<file path="src/rtl/uart_pkg.sv">
// Shared definitions for the UART receive path.
// State encoding and oversampling constants.
package uart_pkg;

  localparam int OVERSAMPLE = 16;

  localparam logic [3:0] TICK_S0   = 4'd7;
  localparam logic [3:0] TICK_S1   = 4'd8;
  localparam logic [3:0] TICK_VOTE = 4'd9;
  localparam logic [3:0] TICK_LAST = 4'(OVERSAMPLE - 1);

  typedef enum logic [2:0] {
    RX_IDLE   = 3'd0,
    RX_START  = 3'd1,
    RX_DATA   = 3'd2,
    RX_PARITY = 3'd3,
    RX_STOP   = 3'd4
  } rx_state_e;

  function automatic logic vote3(input logic a,
                                 input logic b,
                                 input logic c);
    return (a & b) | (a & c) | (b & c);
  endfunction

endpackage

</file>
<file path="src/rtl/uart_sync2.sv">
// Two-flop synchronizer for an idle-high async line.
// Both stages reset to 1 so reset never fakes a start edge.
module uart_sync2 (
  input  logic clk,
  input  logic rst_n,
  input  logic d_i,
  output logic q_o
);

  logic sync1_q, sync1_d;
  logic sync2_q, sync2_d;

  // next-state for the two stages
  always_comb begin
    sync1_d = d_i;
    sync2_d = sync1_q;
  end

  // synchronizer flops, reset to line-idle level
  always_ff @(posedge clk) begin
    if (!rst_n) begin
      sync1_q <= 1'b1;
      sync2_q <= 1'b1;
    end else begin
      sync1_q <= sync1_d;
      sync2_q <= sync2_d;
    end
  end

  assign q_o = sync2_q;

endmodule

</file>
<file path="src/rtl/uart_rx.sv">
// UART receiver: 16x oversampled, 2-of-3 mid-bit vote,
// optional parity, held byte with valid/ready consume.
module uart_rx
  import uart_pkg::*;
#(
  parameter int unsigned DATA_BITS  = 8,
  parameter int unsigned PARITY_EN  = 0,
  parameter int unsigned PARITY_ODD = 0
) (
  input  logic                 clk,
  input  logic                 rst_n,
  input  logic                 baud_tick,
  input  logic                 rx,
  input  logic                 rx_ready,
  output logic [DATA_BITS-1:0] rx_data,
  output logic                 rx_valid,
  output logic                 frame_err,
  output logic                 parity_err,
  output logic                 overrun_err,
  output logic                 busy
);

  localparam logic [2:0] LAST_BIT = 3'(DATA_BITS - 1);
  localparam logic       PAR_ON   = (PARITY_EN != 0);
  localparam logic       PAR_ODD  = (PARITY_ODD != 0);

  logic rx_s;

  uart_sync2 u_sync (
    .clk   (clk),
    .rst_n (rst_n),
    .d_i   (rx),
    .q_o   (rx_s)
  );

  rx_state_e            state_q, state_d;
  logic [3:0]           tick_q, tick_d;
  logic [2:0]           bit_q, bit_d;
  logic [DATA_BITS-1:0] shift_q, shift_d;
  logic [1:0]           samp_q, samp_d;
  logic                 par_q, par_d;
  logic                 prev_q, prev_d;
  logic [DATA_BITS-1:0] data_q, data_d;
  logic                 valid_q, valid_d;
  logic                 fe_q, fe_d;
  logic                 pe_q, pe_d;
  logic                 oe_q, oe_d;
  logic                 busy_q, busy_d;

  logic fall;
  logic vote;
  logic par_bad;

  assign fall    = prev_q & ~rx_s;
  assign vote    = vote3(samp_q[0], samp_q[1], rx_s);
  assign par_bad = PAR_ON & (^shift_q ^ par_q ^ PAR_ODD);

  // frame sequencing, bit sampling and output load
  always_comb begin
    state_d = state_q;
    tick_d  = tick_q;
    bit_d   = bit_q;
    shift_d = shift_q;
    samp_d  = samp_q;
    par_d   = par_q;
    prev_d  = rx_s;
    data_d  = data_q;
    valid_d = valid_q;
    fe_d    = fe_q;
    pe_d    = pe_q;
    oe_d    = oe_q;

    if (valid_q && rx_ready) valid_d = 1'b0;

    if (state_q == RX_IDLE) begin
      if (fall) begin
        state_d = RX_START;
        tick_d  = '0;
      end
    end else if (baud_tick) begin
      tick_d = tick_q + 4'd1;
      if (tick_q == TICK_S0) samp_d[0] = rx_s;
      if (tick_q == TICK_S1) samp_d[1] = rx_s;
      unique case (state_q)
        RX_START: begin
          if (tick_q == TICK_VOTE && vote) begin
            state_d = RX_IDLE;
          end else if (tick_q == TICK_LAST) begin
            state_d = RX_DATA;
            bit_d   = '0;
          end
        end
        RX_DATA: begin
          if (tick_q == TICK_VOTE)
            shift_d = {vote, shift_q[DATA_BITS-1:1]};
          if (tick_q == TICK_LAST) begin
            if (bit_q == LAST_BIT)
              state_d = PAR_ON ? RX_PARITY : RX_STOP;
            else
              bit_d = bit_q + 3'd1;
          end
        end
        RX_PARITY: begin
          if (tick_q == TICK_VOTE) par_d = vote;
          if (tick_q == TICK_LAST) state_d = RX_STOP;
        end
        RX_STOP: begin
          if (tick_q == TICK_VOTE) begin
            state_d = RX_IDLE;
            data_d  = shift_q;
            fe_d    = ~vote;
            pe_d    = par_bad;
            oe_d    = valid_q & ~rx_ready;
            valid_d = 1'b1;
          end
        end
        default: ;
      endcase
    end

    busy_d = (state_d != RX_IDLE);
  end

  // state and registered outputs
  always_ff @(posedge clk) begin
    if (!rst_n) begin
      state_q <= RX_IDLE;
      tick_q  <= '0;
      bit_q   <= '0;
      shift_q <= '0;
      samp_q  <= 2'b11;
      par_q   <= 1'b0;
      prev_q  <= 1'b1;
      data_q  <= '0;
      valid_q <= 1'b0;
      fe_q    <= 1'b0;
      pe_q    <= 1'b0;
      oe_q    <= 1'b0;
      busy_q  <= 1'b0;
    end else begin
      state_q <= state_d;
      tick_q  <= tick_d;
      bit_q   <= bit_d;
      shift_q <= shift_d;
      samp_q  <= samp_d;
      par_q   <= par_d;
      prev_q  <= prev_d;
      data_q  <= data_d;
      valid_q <= valid_d;
      fe_q    <= fe_d;
      pe_q    <= pe_d;
      oe_q    <= oe_d;
      busy_q  <= busy_d;
    end
  end

  assign rx_data     = data_q;
  assign rx_valid    = valid_q;
  assign frame_err   = fe_q;
  assign parity_err  = pe_q;
  assign overrun_err = oe_q;
  assign busy        = busy_q;

endmodule

</file>
<file path="config.mk">
export PLATFORM = sky130hd
export DESIGN_NAME = uart_rx
export DESIGN_NICKNAME = d
export VERILOG_FILES = /design/src/rtl/uart_pkg.sv /design/src/rtl/uart_sync2.sv /design/src/rtl/uart_rx.sv
export SDC_FILE = /design/constraint.sdc
export NUM_CORES = 1
export LEC_CHECK = 0
export ABC_AREA = 1
export BUFFER_PORTS_ARGS = -buffer_cell sky130_fd_sc_hd__buf_2
export CAP_MARGIN = 40
export CORE_MARGIN = 2
export CORE_UTILIZATION = 55
export CTS_CLUSTER_SIZE = 12
export DETAILED_ROUTE_END_ITERATION = 16
export PLACE_DENSITY = 0.81
export REMOVE_ABC_BUFFERS = 1
export SETUP_SLACK_MARGIN = 0.15
export SYNTH_ARGS = -nofsm -noshare
export SYNTH_HDL_FRONTEND = slang
export SYNTH_SLANG_ARGS = --single-unit
</file>
<file path="constraint.sdc">
create_clock -name clk -period 4.78 [get_ports clk]
set_clock_uncertainty 0.2 [all_clocks]
set_input_delay 0.478 -clock clk [delete_from_list [all_inputs] [get_ports clk]]
set_output_delay 0.478 -clock clk [all_outputs]
set_load 0.1 [all_outputs]
</file>
### Yosys cells after proc, flatten, opt, wreduce, memory -nomap -nowiden

Index checks and enable logic that the tools add are counted.
W data, S select, Z words.

* register bits: 35
* bits of input ports: 5
* word-level logic and storage cells: 76

* add/sub/neg operators: 2
* eq/ne operators: 14
* muxes and demuxes: 23
* bitwise logic cells: 11
* reductions and logical operators: 12

Operators with widths (count)
* $mux W3: 13
* $eq A4 B4 Y1 const B: 3
* $mux W4: 3
* $pmux W3 S4: 1
* $ne A2 B2 Y1 const B: 5
* $reduce_and A4 Y1: 2
* $reduce_and A7 Y1: 1
* $eq A3 B2 Y1 const B: 2
* $eq A3 B3 Y1 const B: 2
* $pmux W3 S2: 1
* $reduce_and A3 Y1: 2
* $and A1 B1 Y1: 5
* $mux W1: 5
* $add A4 B1 Y4 const B: 1
* $eq A4 B3 Y1 const B: 1
* $not A1 Y1: 4
* $reduce_bool A2 Y1: 2
* $add A3 B1 Y3 const B: 1
* $eq A3 B1 Y1 const B: 1
* $logic_not A3 Y1: 1
* $reduce_bool A3 Y1: 1
* $logic_and A1 B1 Y1: 2
* $or A1 B1 Y1: 2
* $reduce_and A2 Y1: 1

### Longest topological paths before layout

Gate-level depths: netlist of the first run.

* depth after elaboration: 9
* depth in mapped cells: 11
* gate-level depth less buffers: 11

### Cells and area by module

Synthesis of the first run repeated with hierarchy kept, for this count alone.

* cells, all modules: 215
* area, all modules: 1552.7 sq um

By module, submodules not included
* uart_rx: times used 1, cells an instance 209, area each 1497.7 sq um, seq. area each 660.6 sq um
* uart_sync2: times used 1, cells an instance 6, area each 55.1 sq um, seq. area each 40.0 sq um

### Least setup slack after synthesis of the first run

OpenSTA, ideal clock, no wires.

* path kind: register to output
* start: reg data_q[0], in the netlist rx_data[0]
* end: out rx_data[0]
* data arrival time: 0.925 ns
* required time: 4.102 ns
* slack: 3.177 ns
* cell stages (with the launch flop): 1
* buffers on the path: 0
* path through: dfxtp_1

RTL lines
* start: declaration: line uart_rx.sv:43 `logic [DATA_BITS-1:0] data_q, data_d;`
* start signal: assignment: line uart_rx.sv:148 `data_q <= data_d;`
* end: declaration: line uart_rx.sv:15 `output logic [DATA_BITS-1:0] rx_data,`

No word-level cell between the ends.

### Final worst setup path of the first run

* start: reg tick_q[0]
* end: reg data_q[1], in the netlist rx_data[1]

* cells in the longest elaborated chain, start to end: 2

Ends and longest elaborated chain
* start: declaration: line uart_rx.sv:37 `logic [3:0] tick_q, tick_d;`
* start signal: assignment: line uart_rx.sv:142 `tick_q <= tick_d;`
* $eq A4 B4 Y1: line uart_rx.sv:108 `if (tick_q == TICK_VOTE) begin`
* $reduce_and A4 Y1 (no source line)

No other way between the ends.
A chain may end at the register's enable or synchronous reset.

==> qor.yml, run 1 <==
logic_synthesis:
  synthCells: 215
  synth_seq_cells: 35
  synth_top_cell_area_share_pct: 44.55
  avgSynthCellArea_um2: 7.315
  synth_top_area_cell: "dfxtp_1"
  synth_seq_area_share_pct: 44.55
  synth.distinct_cells: 26
  syn-cell-area_um2: 1573
  synth.area.top_cells: "dfxtp_1, nor2_1, nand2_1"
  yosysWarnings: 0
clock_tree:
  cts-root-buf: "clkbuf_4"
  clock_latency_ns: 0.33
  postCtsHoldBufs: 0
  h-tree-depth: 2
  ctsResizeCount: 0
  postCtsSetupRepairBufs: 0
  cts_tree: "done"
  cts_max_path_buffers: 2
  numCtsBuffers: 5
  clock_sinks: 35
  clkSlewWorstSetupHoldPaths_ns: 0.11
placed_design:
  hpwl_mm: 2.117
  place.gp.congestion: 0.8757
  io_buffers: 16
  dpl.cell_count: 258
worst_setup_path:
  endpoint_kind: "flop"
  crit_type: "flop to flop"
  cp.required_ns: 4.82
  critPathSlowestCell: "nor3_4"
  cp_cell_sequence: "ha_1 > nand3_2 > nor3_4 > inv_2 > nor2_1 > nor2_1"
  max_stage_delay_ns: 0.50
  cp_max_fo: 13
  worst-endpoint-arrival_ns: 1.97
  start_kind: "flop"
  cpMostUsedCell: "nor2_1"
  rrSetupSlack_ns: 2.85
grt:
  grt.total_usage_pct: 21.06
  grt_pass1_wl_mm: 5.319
  gr-usage-met2_pct: 32.47
  antenna_found_initial: 0
  grt.met3_usage_pct: 4.989
  gr-usage-met1_pct: 27.40
  gr-total-overflow: 0
  grt_pass1_vias: 1251
  grt_max_degree: 26
  busiest_layer: "met2"
timing:
  slew_headroom_pct: 64.01
  setup_tns_ns: 0
  fin_crit_sh_pct: 40.46
  rsz0062_at_grt: "no"
  timing.hold.ws_ns: 0.1352
  tightest_slew_ns: 0.5381
  drv_slew: 0
  finalCriticalPeriod_ns: 1.934
  setup_violations: 0
  fmax_mhz: 517.0
  hold_violations: 0
drt:
  vias: 1374
  drc: 0
  routed_via_density: 5.165
  drt-total-wl_mm: 3.110
  ant_nets: 0
  first_pass_iters: 4
  drtIter0Drc: 60
  routedWlPerCell_um: 11.69
die:
  dieArea_um2: 3303
  ios: 18
  core_um2: 2734
  die_y_um: 57.48
  die_x_um: 57.48
  start_util_pct: 57.53
  rows: 19
final_layout:
  antenna_cells: 0
  area_growth_syn_to_layout_pct: 9.070
  final_util_pct: 62.75
  final_cells: 266
  drive_above_1_share_pct: 16.17
  fin_nets: 244
status:
  run_status: "finished clean"
flow_run:
  cap_violations: 0
power_and_ir_drop:
  p_leak_nw: 0.8453
  peakVddDrop_uv: 260.2
  p_per_area_nw_per_um2: 292.2
min_path:
  min_path_type: "input port to flop"
[sequential cells by signal, summed over array words and instances, names as in the netlist, 2 cells and up]
name / cells
state_q: 3
tick_q: 4
bit_q: 3
shift_q: 8
samp_q: 2
rx_data: 8
[cell usage after synthesis, drive strengths merged]
master	count
o31ai	1
ha	5
o21ai	21
nor2	47
nand4	4
nor3	1
buf	2
clkbuf	2
clkinv	1
a21oi	13
xor2	1
nand3	15
nand2	41
or2	2
dfxtp	35
inv	23
conb	1
[cell usage in the layout (no fill, tap or decap), types with 9 or more instances in the layout]
master	n
nor2_1	44
nand3_1	14
o21ai_0	12
nand2_1	37
inv_1	19
a21oi_1	12
dfxtp_1	35
buf_2	16
o21ai_1	9
[where the power goes]
group	total (mW)	switching (mW)	internal, mW
combinational	0.0473	0.0360	0.0113
clock	0.154	0.0968	0.0574
sequential	0.300	0.00381	0.296
total	0.501	0.137	0.365
[final timing paths]
kind | startpoint | to | depth (start not counted)
worst max-delay path | tick_q[0] | rx_data[1] | 6
worst min-delay path | rx | u_sync.sync1_q | 2
worst max register to register | tick_q[0] | rx_data[1] | 6
worst min register to register | u_sync.sync1_q | u_sync.q_o | 1
[worst max-delay path, delay by kind of cell (launching register included)]
| family | cells | cell delay (ns) |
|---|---|---|
| buf+inv | 1 | 0.19 |
| simple gates | 4 | 0.81 |
| fa+ha+maj | 1 | 0.20 |
| flops | 1 | 0.44 |
[cell families (layout without fill, tap and decap cells)]
family	after synthesis	in the layout	synth area share (%)
flip-flops	35	35	44.55
adder cells (fa/ha/maj)	5	5	3.978
AND/OR/NAND/NOR	110	110	31.26
other	1	1	0.2384
buffers and inverters	28	48	7.398
XOR/XNOR	1	1	0.5570
AO/OA/AOI/OAI	35	35	12.01
[routing by layer]
layer  share of wire, %  up-vias
li1                   -      723
met1                 48      602
met2                 45       44
met3                5.3        5
met4                1.6        0
met5                  0        -
[stage by stage]
stage / setup slack, ns / instance area [um^2] / power [mW]
after global routing: 2.683 / 1715 / 0.5168
final: 2.846 / 1715 / 0.5012
after floorplan: 3.148 / 1546 / 0.3414
after CTS: 2.845 / 1715 / 0.5024
after detailed placement: 2.860 / 1665 / 0.3528
after global placement: 2.879 / 1665 / 0.3526
[cell type report]
class                      instances  area [um^2]
timing repair buffer              16        80.08
clock buffer                       7        45.04
fill                             233         1018
clock inverter                     1        5.005
multi-input combinational        152        755.7
sequential                        35        700.7
inverter                          24        90.09
tap                               31        38.79
(Power assumes the default switching activity.)
==> run 2: changes to the inputs <==
--- a/config.mk
+++ b/config.mk
@@ -5,14 +5,14 @@
 export SDC_FILE = /design/constraint.sdc
 export NUM_CORES = 1
 export LEC_CHECK = 0
-export ABC_AREA = 1
+export ABC_AREA = 0
 export BUFFER_PORTS_ARGS = -buffer_cell sky130_fd_sc_hd__buf_2
 export CAP_MARGIN = 40
 export CORE_MARGIN = 2
-export CORE_UTILIZATION = 55
+export CORE_UTILIZATION = 51
 export CTS_CLUSTER_SIZE = 12
 export DETAILED_ROUTE_END_ITERATION = 16
-export PLACE_DENSITY = 0.81
+export PLACE_DENSITY = 0.79
 export REMOVE_ABC_BUFFERS = 1
 export SETUP_SLACK_MARGIN = 0.15
 export SYNTH_ARGS = -nofsm -noshare
==> constraint.sdc (replaced) <==
create_clock -name clk -period 1.7 [get_ports clk]
set_clock_uncertainty 0.2 [all_clocks]
set_input_delay 0.17 -clock clk [delete_from_list [all_inputs] [get_ports clk]]
set_output_delay 0.17 -clock clk [all_outputs]
set_load 0.1 [all_outputs]
==> qor.yml, run 2 <==
logic_synthesis:
  synth_edf_count: 0  # unchanged
  synth.area.top_cells: "dfxtp_1, mux2i_1, nor2_1"
  synth_top_cell_area_share_pct: 45.12  # +0.57 points
  yosys-top-cells-count: "dfxtp_1, nor2_1, mux2i_1"
  avgSynthCellArea_um2: 9.526  # +30%
  synth-async-reset-ratio_pct: 0  # unchanged
  synth.distinct_cells: 44  # +69%
  synthCells: 163  # -24%
  syn-cell-area_um2: 1553  # -1.3%
  synth_seq_area_share_pct: 45.12  # +0.57 points
  synth_seq_cells: 35  # unchanged
  synth_flop_cell: "dfxtp_1"
  synth_most_common_cell: "dfxtp_1"
  synth_top_area_cell: "dfxtp_1"
  yosysWarnings: 0  # unchanged
timing:
  hold_violations: 0  # unchanged
  drv_slew: 0  # unchanged
  setup_violations: 3  # +3
  setup_ws_ns: -0.04414  # -2.890 ns
  fin_crit_sh_pct: 102.6  # +62 points
  rsz0062_at_grt: "yes"
  fmax_mhz: 573.3  # +11%
  finalCriticalPeriod_ns: 1.744  # -0.1900 ns
  timing.hold.ws_ns: 0.06006  # -0.07518 ns
worst_setup_path:
  endpoint_kind: "flop"
  cp.required_ns: 1.74  # -3.08 ns
  crit_type: "flop to flop"
  max_stage_delay_ns: 0.38  # -0.12 ns
  critPathSlowestCell: "dfxtp_4"
  cp_cell_sequence: "inv_4 > ha_4 > and4b_2 > and2_4 > buf_12 > mux2i_2 > nor2_1"
  cp_top_family: "simple AND/OR/NAND/NOR gates"
  worst-endpoint-arrival_ns: 1.78  # -0.19 ns
  cp_num_buf_inv: 2  # +1
  start_kind: "flop"
  cp_max_fo: 8  # -5
die:
  die_x_um: 59.18  # +3.0%
  core_um2: 2978  # +8.9%
  ios: 18  # unchanged
  dieArea_um2: 3502  # +6.0%
  rows: 20  # +1
  start_util_pct: 52.14  # -5.4 points
  die_y_um: 59.18  # +3.0%
placed_design:
  hpwl_mm: 2.259  # +6.7%
  dpl.cell_count: 216  # -16%
  io_buffers: 16  # unchanged
  place.gp.congestion: 0.8600  # -1.8%
  place_ws_ns: -0.1096  # -2.970 ns
  dpl_cell_area_um2: 1725  # +3.6%
grt:
  gr-total-overflow: 0  # unchanged
  grt_pass1_vias: 1293  # +3.4%
  grt_max_degree: 13  # -50%
  grt.total_usage_pct: 20.82  # -0.24 points
  grt_pass1_wl_mm: 5.451  # +2.5%
  antenna_found_initial: 0  # unchanged
status:
  violations: "setup timing"
  run_status: "finished with violations"
clock_tree:
  clock_sinks: 35  # unchanged
  h-tree-depth: 2  # unchanged
  cts_tree: "done"
  cts-root-buf: "clkbuf_4"
  cts_max_path_buffers: 2  # unchanged
  clkSlewWorstSetupHoldPaths_ns: 0.11  # about the same
  clock_latency_ns: 0.34  # about the same
  numCtsBuffers: 5  # unchanged
final_layout:
  antenna_cells: 0  # unchanged
  final_util_pct: 70.04  # +7.3 points
  fin_nets: 212  # -13%
  design_area_um2: 2086  # +22%
  final_common_cell: "dfxtp_1"
  final_cell_mix: "dfxtp_1, nor2_1, mux2i_1, buf_4, buf_2"
  drive_above_1_share_pct: 40.39  # +24 points
  final_cells: 236  # -11%
  area_growth_syn_to_layout_pct: 34.33
drt:
  first_pass_iters: 4  # unchanged
  routedWlPerCell_um: 14.86  # +27%
  vias: 1306  # -4.9%
  ant_nets: 0  # unchanged
  drt-total-wl_mm: 3.506  # +13%
  routed_via_density: 5.534  # +7.1%
  drc: 0  # unchanged
  drtIter0Drc: 28  # -53%
power_and_ir_drop:
  p_leak_nw: 0.8672  # +2.6%
  peakVddDrop_uv: 409.4  # +57%
  p_per_area_nw_per_um2: 675.2  # +130%
flow_run:
  cap_violations: 0  # unchanged
min_path:
  min_path_type: "input port to flop"
## run 2: cell count changes after synthesis, sizes merged, moves of 4 or more
cell	delta
a21oi	-4
buf	+6
inv	-17
mux2i	+17
nand2	-28
nand3	-12
nand4	-4
nor2	-24
o21ai	-19
## run 2: metrics by stage
stage / power (mW) / TNS, ns
global route: 1.467 / -0.8699
finish: 1.408 / -0.08141
floorplan: 0.9183 / -1.084
CTS: 1.400 / -0.2124
detailed placement: 0.9500 / -0.3650
global placement: 0.9464 / -0.03711
## run 2: timing repair
item,4_1_cts,5_1_grt
hold buffers,4,0
cloned,0,0
pin swaps,11,10
gates resized for setup,39,14
setup buffers,3,5
endpoints found under the setup margin,30,31
endpoints found under the hold margin,9,0
## run 2: worst reg2reg max path, stage by stage (launching register included)
cell	delay (ns)
dfxtp_4	0.38
inv_4	0.06
ha_4	0.12
and4b_2	0.30
and2_4	0.17
buf_12	0.13
mux2i_2	0.22
nor2_1	0.06
## run 2: where the power goes
part | switching [mW] | leakage, nW | internal [mW]
clock | 0.284 | 0.0272 | 0.158
sequential | 0.0130 | 0.288 | 0.822
combinational | 0.0816 | 0.552 | 0.0503
## run 2: cell type report
class / count / area [um^2]
tap: 33 / 41.29
clock inverter: 3 / 20.02
inverter: 7 / 32.53
clock buffer: 5 / 37.54
timing repair buffer: 42 / 315.3
fill: 213 / 892.1
multi-input combinational: 111 / 914.6
sequential: 35 / 724.4
## run 2: worst paths after layout
kind	from	end	slack, ns	cells after the start
setup / recovery	tick_q[1]	shift_q[0]	-0.04	7
hold / removal	baud_tick	state_q[2]	0.06	4
setup reg to reg	tick_q[1]	shift_q[0]	-0.04	7
hold reg to reg	u_sync.sync1_q	u_sync.q_o	0.23	1
## run 2: logic make-up (layout without fill, tap and decap cells)
logic type | count (synthesis) | count (layout) | synth area share (%)
AO/OA/AOI/OAI | 26 | 26 | 12.49
XOR/XNOR | 1 | 1 | 0.5642
adder cells (fa/ha/maj) | 6 | 6 | 4.674
buffers and inverters | 17 | 57 | 5.963
flip-flops | 35 | 35 | 45.12
multiplexers | 17 | 17 | 10.96
other | 1 | 1 | 0.2415
AND/OR/NAND/NOR | 60 | 60 | 19.98
## run 2: layer usage
layer	GRT usage [%]	vias up	share of wire (%)
met1	21.47	626	40
met2	38.57	25	55
met5	0	-	0
met3	5.022	14	2.5
li1	-	641	-
met4	10.71	0	3.1
